<file path="src/rtl/cache_req_arbiter.sv">
// rtl/cache_req_arbiter.sv - two-port round-robin request sequencer in front of the direct-mapped cache
// Optional CACHE_ARB_STATS_EN adds per-port hit/miss and timeout counters.
module cache_req_arbiter #(
    parameter int AW             = 32,
    parameter int DW             = 32,
    parameter int TIMEOUT_CYCLES = 64
) (
    input  logic          clk,
    input  logic          reset,
    input  logic          req0_valid,
    input  logic          req0_rw,
    input  logic [AW-1:0] req0_addr,
    input  logic [DW-1:0] req0_wdata,
    output logic          req0_ready,
    input  logic          req1_valid,
    input  logic          req1_rw,
    input  logic [AW-1:0] req1_addr,
    input  logic [DW-1:0] req1_wdata,
    output logic          req1_ready,
    output logic          resp0_valid,
    output logic [DW-1:0] resp0_rdata,
    output logic          resp0_hit,
    output logic          resp0_miss,
    output logic          resp0_err,
    output logic          resp1_valid,
    output logic [DW-1:0] resp1_rdata,
    output logic          resp1_hit,
    output logic          resp1_miss,
    output logic          resp1_err,
    output logic          valid_req,
    output logic          rw,
    output logic [AW-1:0] addr,
    output logic [DW-1:0] dataIn,
    input  logic          cache_ready,
    input  logic [DW-1:0] dataOut,
    input  logic          hit,
    input  logic          miss
`ifdef CACHE_ARB_STATS_EN
    ,
    output logic [15:0]   hit_cnt0,
    output logic [15:0]   miss_cnt0,
    output logic [15:0]   hit_cnt1,
    output logic [15:0]   miss_cnt1,
    output logic [7:0]    timeout_cnt
`endif
);

    typedef enum logic [1:0] {S_IDLE, S_ISSUE, S_WAIT, S_RESP} state_t;

    localparam logic [7:0] WD_LAST = 8'(TIMEOUT_CYCLES - 1);

    state_t        state;
    state_t        state_next;
    logic          grant0;
    logic          grant1;
    logic          accept;
    logic          last_grant;
    logic          owner;
    logic [7:0]    wd_cnt;
    logic [DW-1:0] rdata_q;
    logic          hit_q;
    logic          miss_q;
    logic          err_q;

    always_comb begin
        state_next = state;
        grant0     = 1'b0;
        grant1     = 1'b0;
        case (state)
            S_IDLE: begin
                // On contention the port that did not win last time goes next.
                if (req0_valid && (!req1_valid || last_grant)) begin
                    grant0 = 1'b1;
                end else if (req1_valid) begin
                    grant1 = 1'b1;
                end
                if (grant0 || grant1) begin
                    state_next = S_ISSUE;
                end
            end
            S_ISSUE: state_next = S_WAIT;
            S_WAIT: begin
                if (cache_ready || (wd_cnt == WD_LAST)) begin
                    state_next = S_RESP;
                end
            end
            S_RESP:  state_next = S_IDLE;
            default: state_next = S_IDLE;
        endcase
    end

    assign accept     = grant0 | grant1;
    assign req0_ready = grant0;
    assign req1_ready = grant1;
    assign valid_req  = (state == S_ISSUE);

    assign resp0_valid = (state == S_RESP) && !owner;
    assign resp1_valid = (state == S_RESP) && owner;
    assign resp0_rdata = resp0_valid ? rdata_q : '0;
    assign resp1_rdata = resp1_valid ? rdata_q : '0;
    assign resp0_hit   = resp0_valid & hit_q;
    assign resp1_hit   = resp1_valid & hit_q;
    assign resp0_miss  = resp0_valid & miss_q;
    assign resp1_miss  = resp1_valid & miss_q;
    assign resp0_err   = resp0_valid & err_q;
    assign resp1_err   = resp1_valid & err_q;

    always_ff @(posedge clk or posedge reset) begin
        if (reset) begin
            state      <= S_IDLE;
            last_grant <= 1'b1;
            owner      <= 1'b0;
            rw         <= 1'b1;
            addr       <= '0;
            dataIn     <= '0;
            wd_cnt     <= 8'd0;
            rdata_q    <= '0;
            hit_q      <= 1'b0;
            miss_q     <= 1'b0;
            err_q      <= 1'b0;
        end else begin
            state <= state_next;
            case (state)
                S_IDLE: begin
                    if (accept) begin
                        owner      <= grant1;
                        last_grant <= grant1;
                        rw         <= grant1 ? req1_rw    : req0_rw;
                        addr       <= grant1 ? req1_addr  : req0_addr;
                        dataIn     <= grant1 ? req1_wdata : req0_wdata;
                    end
                end
                S_ISSUE: wd_cnt <= 8'd0;
                S_WAIT: begin
                    // A completion in the last watchdog cycle still counts as success.
                    if (cache_ready) begin
                        rdata_q <= rw ? dataOut : '0;
                        hit_q   <= hit;
                        miss_q  <= miss;
                        err_q   <= 1'b0;
                    end else if (wd_cnt == WD_LAST) begin
                        rdata_q <= '0;
                        hit_q   <= 1'b0;
                        miss_q  <= 1'b0;
                        err_q   <= 1'b1;
                    end else begin
                        wd_cnt <= wd_cnt + 8'd1;
                    end
                end
                default: ;
            endcase
        end
    end

`ifdef CACHE_ARB_STATS_EN
    always_ff @(posedge clk or posedge reset) begin
        if (reset) begin
            hit_cnt0    <= 16'd0;
            miss_cnt0   <= 16'd0;
            hit_cnt1    <= 16'd0;
            miss_cnt1   <= 16'd0;
            timeout_cnt <= 8'd0;
        end else if (state == S_RESP) begin
            if (err_q) begin
                if (timeout_cnt != 8'hFF) timeout_cnt <= timeout_cnt + 8'd1;
            end else begin
                if (hit_q && !owner && (hit_cnt0 != 16'hFFFF))  hit_cnt0  <= hit_cnt0 + 16'd1;
                if (hit_q && owner && (hit_cnt1 != 16'hFFFF))   hit_cnt1  <= hit_cnt1 + 16'd1;
                if (miss_q && !owner && (miss_cnt0 != 16'hFFFF)) miss_cnt0 <= miss_cnt0 + 16'd1;
                if (miss_q && owner && (miss_cnt1 != 16'hFFFF))  miss_cnt1 <= miss_cnt1 + 16'd1;
            end
        end
    end
`endif

endmodule

</file>
<file path="config.mk">
export PLATFORM = sky130hd
export DESIGN_NAME = cache_req_arbiter
export DESIGN_NICKNAME = d
export VERILOG_FILES = /design/src/rtl/cache_req_arbiter.sv
export SDC_FILE = /design/constraint.sdc
export NUM_CORES = 1
export LEC_CHECK = 0
export CORE_MARGIN = 2
export CORE_UTILIZATION = 42
export DETAILED_ROUTE_END_ITERATION = 8
export PLACE_DENSITY = 0.86
export SYNTH_ARGS = -nofsm -noshare
export SYNTH_HDL_FRONTEND = slang
export SYNTH_SLANG_ARGS = --single-unit
</file>
<file path="constraint.sdc">
create_clock -name clk -period 5.8 [get_ports clk]
set_input_delay 1.45 -clock clk [delete_from_list [all_inputs] [get_ports clk]]
set_output_delay 1.45 -clock clk [all_outputs]
set_load 0.1 [all_outputs]
</file>
==> results.sh, run 1 <==
export IMPL_synth_distinct_cells=40
export IMPL_drive_gt1_frac=0.0927
export IMPL_core_area_mm2=0.0131
export IMPL_gr_usage_all_layers=0.249
export IMPL_p_per_area_mw_per_mm2=639
export IMPL_leakage_nw=4.38
export IMPL_min_period_ns=4.59
export IMPL_start_util=0.426
export IMPL_io_buffers=308
export IMPL_synth_cells=557
export IMPL_tritoncts="yes"
export IMPL_peakVddDrop_uv=542
export IMPL_relSlewSlack=0.294
export IMPL_avgSynthCellArea_um2=10.1
export IMPL_required_ns=4.35
export IMPL_fillers=1000
export IMPL_synth_seq_cells=112
export IMPL_dieHeight_um=119
export IMPL_final_area_mm2=0.00899
export IMPL_post_cts_buffers=0
export IMPL_worstPathCellList="ha_1, nor2b_2, and2_1, buf_4"
export IMPL_slew_violations=0
export IMPL_path_clk_slew_ns=0.08
export IMPL_status="complete, no violations"
export IMPL_worstPathMaxFanout=37
export IMPL_dieArea_mm2=0.0143
export IMPL_synthFlopType="dfrtp_1"
export IMPL_synthesis_area_mm2=0.00560
export IMPL_nets=1010
export IMPL_hold_viol=0
export IMPL_root_buffer="clkbuf_16"
export IMPL_fin_skew_ns=0.0129
export IMPL_cts_max_path_buffers=2
export IMPL_finalWirelength_um=17700
export IMPL_antenna_cells=0
export IMPL_multi_input_area_mm2=0.00253
export IMPL_cts_sinks=112
export IMPL_cp_arrival_ns=3.14
export IMPL_cts_max_level=3
export IMPL_vias=5202
export IMPL_worstSetupPathType="register to primary output"
export IMPL_wl_per_cell_um=17.5
export IMPL_drv_cap=0
export IMPL_postPlaceCellArea_mm2=0.00867
export IMPL_io_pins=309
export IMPL_fmax_ghz=0.218
export IMPL_min_path_type="register to register"
export IMPL_gp_congestion=0.835
export IMPL_die_x_um=119
export IMPL_drtPass1Iterations=6
export IMPL_synth_edf_count=0
export IMPL_seq_area_mm2=0.00281
export IMPL_grt_ovfl_total=0
export IMPL_timing_final_crit_share=0.791
export IMPL_fin_tns_setup_ns=0
export IMPL_holdBufCountCts=0
export IMPL_startpoint_type="register"
export IMPL_cts_made_buffers=9
export IMPL_worst_slew_pin_slew_ns=1.05
export IMPL_yosysWarnings=0
export IMPL_synthToLayoutAreaGrowth_pct=60.5
export IMPL_cts_resized=0
export IMPL_slowest_delay_ns=0.99
export IMPL_async_flop_share=1.00
export IMPL_grt_pass1_wl_um=27800
export IMPL_rows=42
export IMPL_antenna_found_initial=0
export IMPL_hpwl_um=13300
export IMPL_cp_end_kind="primary output"
export IMPL_ant_nets=0
export IMPL_drc=0
export IMPL_worst_path_max_delay_cell="nor2b_2"
export IMPL_synth_fp_nets=731
export IMPL_rsz0062_at_grt="no"
export IMPL_setup_violations=0
export IMPL_viasPerCell=5.12
export IMPL_ys_seq_area_frac=0.501
export IMPL_grt_pass1_vias=5315
export IMPL_insertion_delay_ns=0.35
export IMPL_grt_max_degree=131
export IMPL_drt_iter0_drc=230
[registers in the layout (all words and copies together) (netlist names)]
register / cells
miss_q: 1
dataIn: 32
owner: 1
addr: 32
last_grant: 1
state: 2
err_q: 1
wd_cnt: 8
hit_q: 1
rdata_q: 32
rw: 1
[kinds of logic after synthesis]
family / count (synthesis) / share of synthesized area
multiplexers: 68 / 0.122
AO/OA/AOI/OAI: 128 / 0.145
AND/OR/NAND/NOR: 179 / 0.169
buffers and inverters: 65 / 0.0514
adder cells (fa/ha/maj): 5 / 0.0112
flip-flops: 112 / 0.501
[worst paths after layout]
path / startpoint / endpoint / slack [ns] / cells past startpoint
max in group asynchronous: reset / addr[25]$_DFFE_PP0P_ / 3.07 / 3
max: state[0]$_DFFE_PP0P_ / resp0_rdata[24] / 1.21 / 4
min: dataIn[25]$_DFFE_PP0P_ / dataIn[25]$_DFFE_PP0P_ / 0.49 / 2
min reg2reg: dataIn[25]$_DFFE_PP0P_ / dataIn[25]$_DFFE_PP0P_ / 0.49 / 2
min in group asynchronous: reset / addr[14]$_DFFE_PP0P_ / 1.67 / 2
max reg2reg: state[0]$_DFFE_PP0P_ / addr[12]$_DFFE_PP0P_ / 3.32 / 6
[layer usage]
layer  wire length, um  vias up  track usage  part of all wire
met5                 0        -            0                 0
met4               448        0       0.0846             0.025
met3              1780       25        0.105              0.10
met2              9030      218        0.440              0.51
met1              6490     2460        0.268              0.37
li1                  -     2499            -                 -
[area by class of cell]
type / count / share of cell area
Clock buffer: 14 / 0.0316
Clock inverter: 2 / 0.00390
Inverter: 21 / 0.00905
Multi-Input combinational cell: 380 / 0.282
Sequential cell: 112 / 0.312
Tap cell: 176 / 0.0245
Timing Repair Buffer: 312 / 0.337
[through the flow]
stage / std cells / utilization / total power [mW] / setup WS [ns] / hold slack, ns
after detailed placement: 1001 / 0.660 / 5.10 / 1.35 / 0.474
final: 1017 / 0.684 / 5.74 / 1.21 / 0.488
after global placement: 1001 / 0.660 / 5.01 / 1.38 / 0.466
after floorplan: 557 / - / 4.17 / 1.35 / 0.455
after CTS: 1017 / 0.684 / 5.77 / 1.19 / 0.491
after global routing: 1017 / 0.684 / 6.00 / 0.897 / 0.514
[worst max-delay path: cells and delay by family, from the launching register on]
| family | cells | cell delay (ns) |
|---|---|---|
| adders and majority gates | 1 | 0.84 |
| and+or+nand+nor | 2 | 1.23 |
| DFF | 1 | 0.40 |
| buffers and inverters | 1 | 0.29 |
[synthesized netlist by cell type (5+ instances only)]
library cell,instances,area share
and2_1,38,0.042
o21ai_1,75,0.067
dfrtp_1,110,0.49
inv_1,21,0.014
nand2_1,72,0.048
and3_1,37,0.041
clkbuf_1,27,0.018
nand4_1,14,0.016
a21oi_1,10,0.0089
mux2i_1,67,0.12
a22o_1,20,0.031
ha_1,5,0.011
o21ai_2,10,0.016
buf_1,5,0.0034
[layout by cell type (no fill, tap or decap), drive strengths merged]
master           n
a2111oi          1
a211o            1
a21boi           1
a21oi           10
a22o            20
a22oi            1
a31oi            3
a32o             2
a41o             1
a41oi            1
and2            39
and3            37
and4             1
and4b            1
and4bb           1
buf             42
bufinv           1
clkbuf          14
clkdlybuf4s50  270
clkinv           1
dfrtp          110
dfstp            2
ha               5
inv             21
mux2             1
mux2i           67
nand2           73
nand2b           1
nand3            4
nand4           14
nor2             4
nor2b            2
nor4             2
o211a            1
o21ai           85
o22a             1
[power by group]
group	switching [mW]	internal, mW	total, mW
sequential	0.273	1.13	1.40
combinational	2.78	0.904	3.68
clock	0.279	0.382	0.661
total	3.33	2.41	5.74
Note: power is estimated with default switching activity, not from simulation.
==> run 2: changes to the inputs <==
--- a/config.mk
+++ b/config.mk
@@ -6,9 +6,9 @@
 export NUM_CORES = 1
 export LEC_CHECK = 0
 export CORE_MARGIN = 2
-export CORE_UTILIZATION = 42
+export CORE_UTILIZATION = 39
 export DETAILED_ROUTE_END_ITERATION = 8
-export PLACE_DENSITY = 0.86
+export PLACE_DENSITY = 0.81
 export SYNTH_ARGS = -nofsm -noshare
 export SYNTH_HDL_FRONTEND = slang
 export SYNTH_SLANG_ARGS = --single-unit
==> constraint.sdc (replaced) <==
create_clock -name clk -period 4.45 [get_ports clk]
set_input_delay 1.1125 -clock clk [delete_from_list [all_inputs] [get_ports clk]]
set_output_delay 1.1125 -clock clk [all_outputs]
set_load 0.1 [all_outputs]
==> results.sh, run 2 (synthesized netlist as in run 1, its figures left out) <==
export IMPL_finalWirelength_um=17900
export IMPL_fin_tns_setup_ns=0
export IMPL_post_cts_buffers=0
export IMPL_grt_ovfl_total=0
export IMPL_worstPathMaxFanout=37
export IMPL_dieArea_mm2=0.0153
export IMPL_worstSetupPathType="register to primary output"
export IMPL_final_core_util=0.671
export IMPL_nets=1014
export IMPL_io_buffers=308
export IMPL_top_regs="addr (32), dataIn (32), rdata_q (32)"
export IMPL_min_period_ns=3.76
export IMPL_p_seq_frac=0.237
export IMPL_p_sw_mw=4.35
export IMPL_power_mw=7.49
export IMPL_status="complete, no violations"
export IMPL_final_common_cell="clkdlybuf4s50_1"
export IMPL_core_area_mm2=0.0139
export IMPL_gr_usage_all_layers=0.232
export IMPL_cts_made_buffers=9
export IMPL_leakage_nw=4.55
export IMPL_holdWs_ns=0.485
export IMPL_synthToLayoutAreaGrowth_pct=67.0
export IMPL_rows=43
export IMPL_worstPathCellList="ha_1, buf_4, nor2b_2, and2_1, buf_12"
export IMPL_clkPwrFrac=0.102
export IMPL_drive_gt1_frac=0.137
export IMPL_p_per_area_mw_per_mm2=801
export IMPL_fin_skew_ns=0.00476
export IMPL_hold_viol=0
export IMPL_holdBufCountCts=0
export IMPL_dieHeight_um=124
export IMPL_multi_input_area_mm2=0.00253
export IMPL_fmax_ghz=0.266
export IMPL_hpwl_um=13800
export IMPL_cp_arrival_ns=2.65
export IMPL_antenna_found_initial=0
export IMPL_worst_slew_pin_slew_ns=1.03
export IMPL_grt_pass1_wl_um=27300
export IMPL_crit_family="simple AND/OR/NAND/NOR gates"
export IMPL_switching_share=0.580
export IMPL_peakVddDrop_uv=635
export IMPL_relSlewSlack=0.311
export IMPL_drv_cap=0
export IMPL_fillers=1039
export IMPL_tritoncts="yes"
export IMPL_critPathBufInv=2
export IMPL_intPower_mw=3.15
export IMPL_path_clk_slew_ns=0.07
export IMPL_vias=5304
export IMPL_dp_worst_setup_slack_ns=0.943
export IMPL_cp_end_kind="primary output"
export IMPL_cts_sinks=112
export IMPL_drt_iter0_drc=179
export IMPL_setup_violations=0
export IMPL_io_pins=309
export IMPL_slew_violations=0
export IMPL_die_x_um=124
export IMPL_wl_per_cell_um=17.5
export IMPL_rsz0062_at_grt="no"
export IMPL_grt_pass1_vias=5355
export IMPL_start_util=0.402
export IMPL_final_cell_mix="234 x clkdlybuf4s50_1, 110 x dfrtp_1, 74 x o21ai_1"
export IMPL_ant_nets=0
export IMPL_cts_resized=0
export IMPL_setup_ws_ns=0.689
export IMPL_min_path_type="register to register"
export IMPL_worst_path_max_delay_cell="nor2b_2"
export IMPL_antenna_cells=0
export IMPL_slowest_delay_ns=0.89
export IMPL_insertion_delay_ns=0.35
export IMPL_root_buffer="clkbuf_16"
export IMPL_gp_congestion=0.839
export IMPL_timing_final_crit_share=0.845
export IMPL_comb_power_share=0.661
export IMPL_cts_max_level=3
export IMPL_grt_max_degree=85
export IMPL_seq_area_mm2=0.00281
export IMPL_drc=0
export IMPL_cts_max_path_buffers=2
export IMPL_required_ns=3.34
export IMPL_startpoint_type="register"
export IMPL_drtPass1Iterations=4
export IMPL_viasPerCell=5.18
-- run 2: layer usage --
metal	share of wire	track usage	vias up
li1	-	-	2508
met1	0.35	0.239	2510
met2	0.49	0.403	241
met3	0.11	0.0925	45
met4	0.044	0.121	0
met5	0	0	-
-- run 2: final timing paths --
kind | startpoint | endpoint | slack (ns) | cells past startpoint
worst min-delay path | addr[6]$_DFFE_PP0P_ | addr[6]$_DFFE_PP0P_ | 0.48 | 2
worst max-delay path | state[0]$_DFFE_PP0P_ | resp0_rdata[26] | 0.69 | 5
worst min register to register | addr[6]$_DFFE_PP0P_ | addr[6]$_DFFE_PP0P_ | 0.48 | 2
min in group asynchronous | reset | addr[18]$_DFFE_PP0P_ | 1.19 | 2
worst max register to register | state[0]$_DFFE_PP0P_ | addr[15]$_DFFE_PP0P_ | 2.06 | 6
max in group asynchronous | reset | last_grant$_DFFE_PP1P_ | 2.44 | 3
-- run 2: worst reg2reg max path, cell delays in order (launching register included) --
cell     delay (ns)
dfrtp_1        0.40
inv_1          0.09
ha_1           0.35
nand3_4        0.23
buf_4          0.77
mux2i_1        0.35
o21ai_1        0.08
-- run 2: metrics by stage --
| step | cells | instance area, um^2 |
|---|---|---|
| 6_report | 1024 | 9350 |
| 3_3_place_gp | 1009 | 9080 |
| 3_5_place_dp | 1009 | 9080 |
| 4_1_cts | 1024 | 9350 |
| 2_1_floorplan | 557 | 5600 |
| 5_1_grt | 1024 | 9350 |
-- run 2: cell type report --
class | count | share of cell area
timing repair buffer | 316 | 0.367
sequential | 112 | 0.300
multi-input combinational | 380 | 0.271
clock buffer | 13 | 0.0278
tap | 180 | 0.0241
inverter | 21 | 0.00869
clock inverter | 2 | 0.00161
-- run 2: power groups by stage --
stage	registers (mW)	clock network, mW	logic [mW]
after floorplan	3.72	0	1.72
after global placement	1.76	0	4.88
after detailed placement	1.78	0	4.97
after CTS	1.77	0.785	4.98
after global routing	1.83	0.820	5.18
final	1.78	0.765	4.95
==> run 3: changes to the inputs <==
--- a/config.mk
+++ b/config.mk
@@ -6,9 +6,9 @@
 export NUM_CORES = 1
 export LEC_CHECK = 0
 export CORE_MARGIN = 2
-export CORE_UTILIZATION = 39
+export CORE_UTILIZATION = 35
 export DETAILED_ROUTE_END_ITERATION = 8
-export PLACE_DENSITY = 0.81
+export PLACE_DENSITY = 0.77
 export SYNTH_ARGS = -nofsm -noshare
 export SYNTH_HDL_FRONTEND = slang
 export SYNTH_SLANG_ARGS = --single-unit
==> constraint.sdc (replaced) <==
create_clock -name clk -period 3.4 [get_ports clk]
set_input_delay 0.85 -clock clk [delete_from_list [all_inputs] [get_ports clk]]
set_output_delay 0.85 -clock clk [all_outputs]
set_load 0.1 [all_outputs]
==> results.sh, run 3 (synthesized netlist as in run 1, its figures left out) <==
export IMPL_status="complete, no violations"
export IMPL_antenna_found_initial=0
export IMPL_rsz0062_at_grt="no"
export IMPL_ant_nets=0
export IMPL_hold_depth=2
export IMPL_io_pins=309
export IMPL_cp_arrival_ns=2.02
export IMPL_grt_max_degree=66
export IMPL_relSlewSlack=0.504
export IMPL_viasPerCell=4.84
export IMPL_crit_family="buffers and inverters"
export IMPL_antenna_cells=0
export IMPL_slew_violations=0
export IMPL_fin_skew_ns=0.0100
export IMPL_hpwl_um=13800
export IMPL_cts_made_buffers=9
export IMPL_critPathBufInv=2
export IMPL_leakage_nw=4.81
export IMPL_worst_path_max_delay_cell="clkdlybuf4s50_1"
export IMPL_rows=46
export IMPL_reg2reg_slack_ns=1.35
export IMPL_drv_cap=0
export IMPL_rr_worst_depth=4
export IMPL_peakVddDrop_uv=741
export IMPL_top_regs="addr (32), dataIn (32), rdata_q (32)"
export IMPL_startpoint_type="input pin"
export IMPL_worst_slew_pin_slew_ns=0.744
export IMPL_path_clk_slew_ns=0.07
export IMPL_drt_iter0_drc=176
export IMPL_synthToLayoutAreaGrowth_pct=75.5
export IMPL_cts_max_level=3
export IMPL_fmax_ghz=0.348
export IMPL_grt_pass1_wl_um=27700
export IMPL_cp_end_kind="primary output"
export IMPL_final_cell_mix="168 x clkdlybuf4s50_1, 110 x dfrtp_1, 79 x buf_4"
export IMPL_setup_ws_ns=0.525
export IMPL_gr_usage_all_layers=0.211
export IMPL_worstPathCellList="clkdlybuf4s50_1, nand2_1, a21oi_1, buf_12"
export IMPL_final_common_cell="clkdlybuf4s50_1"
export IMPL_timing_final_crit_share=0.846
export IMPL_die_x_um=130
export IMPL_cts_sinks=112
export IMPL_nets=1023
export IMPL_drive_gt1_frac=0.226
export IMPL_drtPass1Iterations=4
export IMPL_root_buffer="clkbuf_16"
export IMPL_dieHeight_um=130
export IMPL_insertion_delay_ns=0.36
export IMPL_r2r_end="rdata_q[0]$_DFFE_PP0P_"
export IMPL_whs_endpoint="dataIn[30]$_DFFE_PP0P_"
export IMPL_gp_congestion=0.788
export IMPL_core_area_mm2=0.0158
export IMPL_grt_ovfl_total=0
export IMPL_worstSetupPathType="input pin to primary output"
export IMPL_min_path_type="register to register"
export IMPL_tritoncts="yes"
export IMPL_dieArea_mm2=0.0170
export IMPL_setup_violations=0
export IMPL_hold_start="dataIn[30]$_DFFE_PP0P_"
export IMPL_fin_tns_setup_ns=0
export IMPL_min_period_ns=2.87
export IMPL_grt_pass1_vias=5099
export IMPL_p_per_area_mw_per_mm2=1020
export IMPL_start_util=0.355
export IMPL_drc=0
export IMPL_slowest_delay_ns=0.59
export IMPL_hold_viol=0
export IMPL_wl_per_cell_um=16.7
export IMPL_cts_max_path_buffers=2
export IMPL_holdBufCountCts=0
export IMPL_dp_worst_setup_slack_ns=0.534
export IMPL_worstPathMaxFanout=5
export IMPL_timing_rr_start="state[0]$_DFFE_PP0P_"
export IMPL_post_cts_buffers=0
export IMPL_vias=5180
export IMPL_finalWirelength_um=17900
export IMPL_required_ns=2.55
export IMPL_cts_resized=0
export IMPL_io_buffers=308
[run 3: changes by cell type in the layout (fill, tap and decap cells not counted)]
cell,before,now
clkinv_4,0,1
buf_4,44,79
clkinv_2,0,2
buf_12,38,78
bufinv_16,0,1
clkbuf_1,2,1
clkdlybuf4s50_1,234,168
clkbuf_8,2,1
inv_4,1,0
[run 3: how the worst max path moves through the flow]
stage / startpoint / endpoint / slack [ns] / cells after the start
3_5_place_dp: req0_valid / req0_ready / 0.53 / 4
2_1_floorplan: req0_valid / req0_ready / 0.15 / 2
6_report: req0_valid / req0_ready / 0.53 / 4
4_1_cts: req0_valid / req0_ready / 0.53 / 4
3_3_place_gp: req0_valid / req0_ready / 0.55 / 4
5_1_grt: req0_valid / req0_ready / 0.44 / 4
[run 3: power breakdown]
part	switching, mW	leakage, nW	internal [mW]	total (mW)
Sequential	0.393	1.43	1.93	2.32
Combinational	4.87	3.23	1.73	6.60
Clock	0.495	0.145	0.592	1.09
Total	5.76	4.81	4.25	10.0
[run 3: stage by stage]
step,total power [mW],cell area [um^2],util,hold WS (ns),std cells
floorplan,7.12,5610,-,0.455,557
global placement,8.88,9530,0.604,0.467,1054
detailed placement,8.97,9530,0.604,0.476,1054
CTS,10.1,9830,0.623,0.492,1070
global route,10.5,9830,0.623,0.512,1070
finish,10.0,9830,0.623,0.486,1070
[run 3: worst min-delay path: stages (launching register included)]
cell     delay [ns]
dfrtp_1        0.34
nand2_1        0.05
o21ai_1        0.06
[run 3: area by class of cell]
type / count / area, um^2
clock buffer: 11 / 243
clock inverter: 5 / 56.3
fill: 1286 / 5940
inverter: 21 / 82.6
multi-input combinational: 380 / 2530
sequential: 112 / 2810
tap: 216 / 270
timing repair buffer: 325 / 3840
[run 3: per-layer routing]
| metal | up-vias | wire length, um | track usage |
|---|---|---|---|
| li1 | 2527 | - | - |
| met4 | 0 | 337 | 0.0695 |
| met2 | 207 | 8950 | 0.366 |
| met3 | 23 | 1620 | 0.0664 |
| met5 | - | 0 | 0 |
| met1 | 2423 | 6970 | 0.249 |
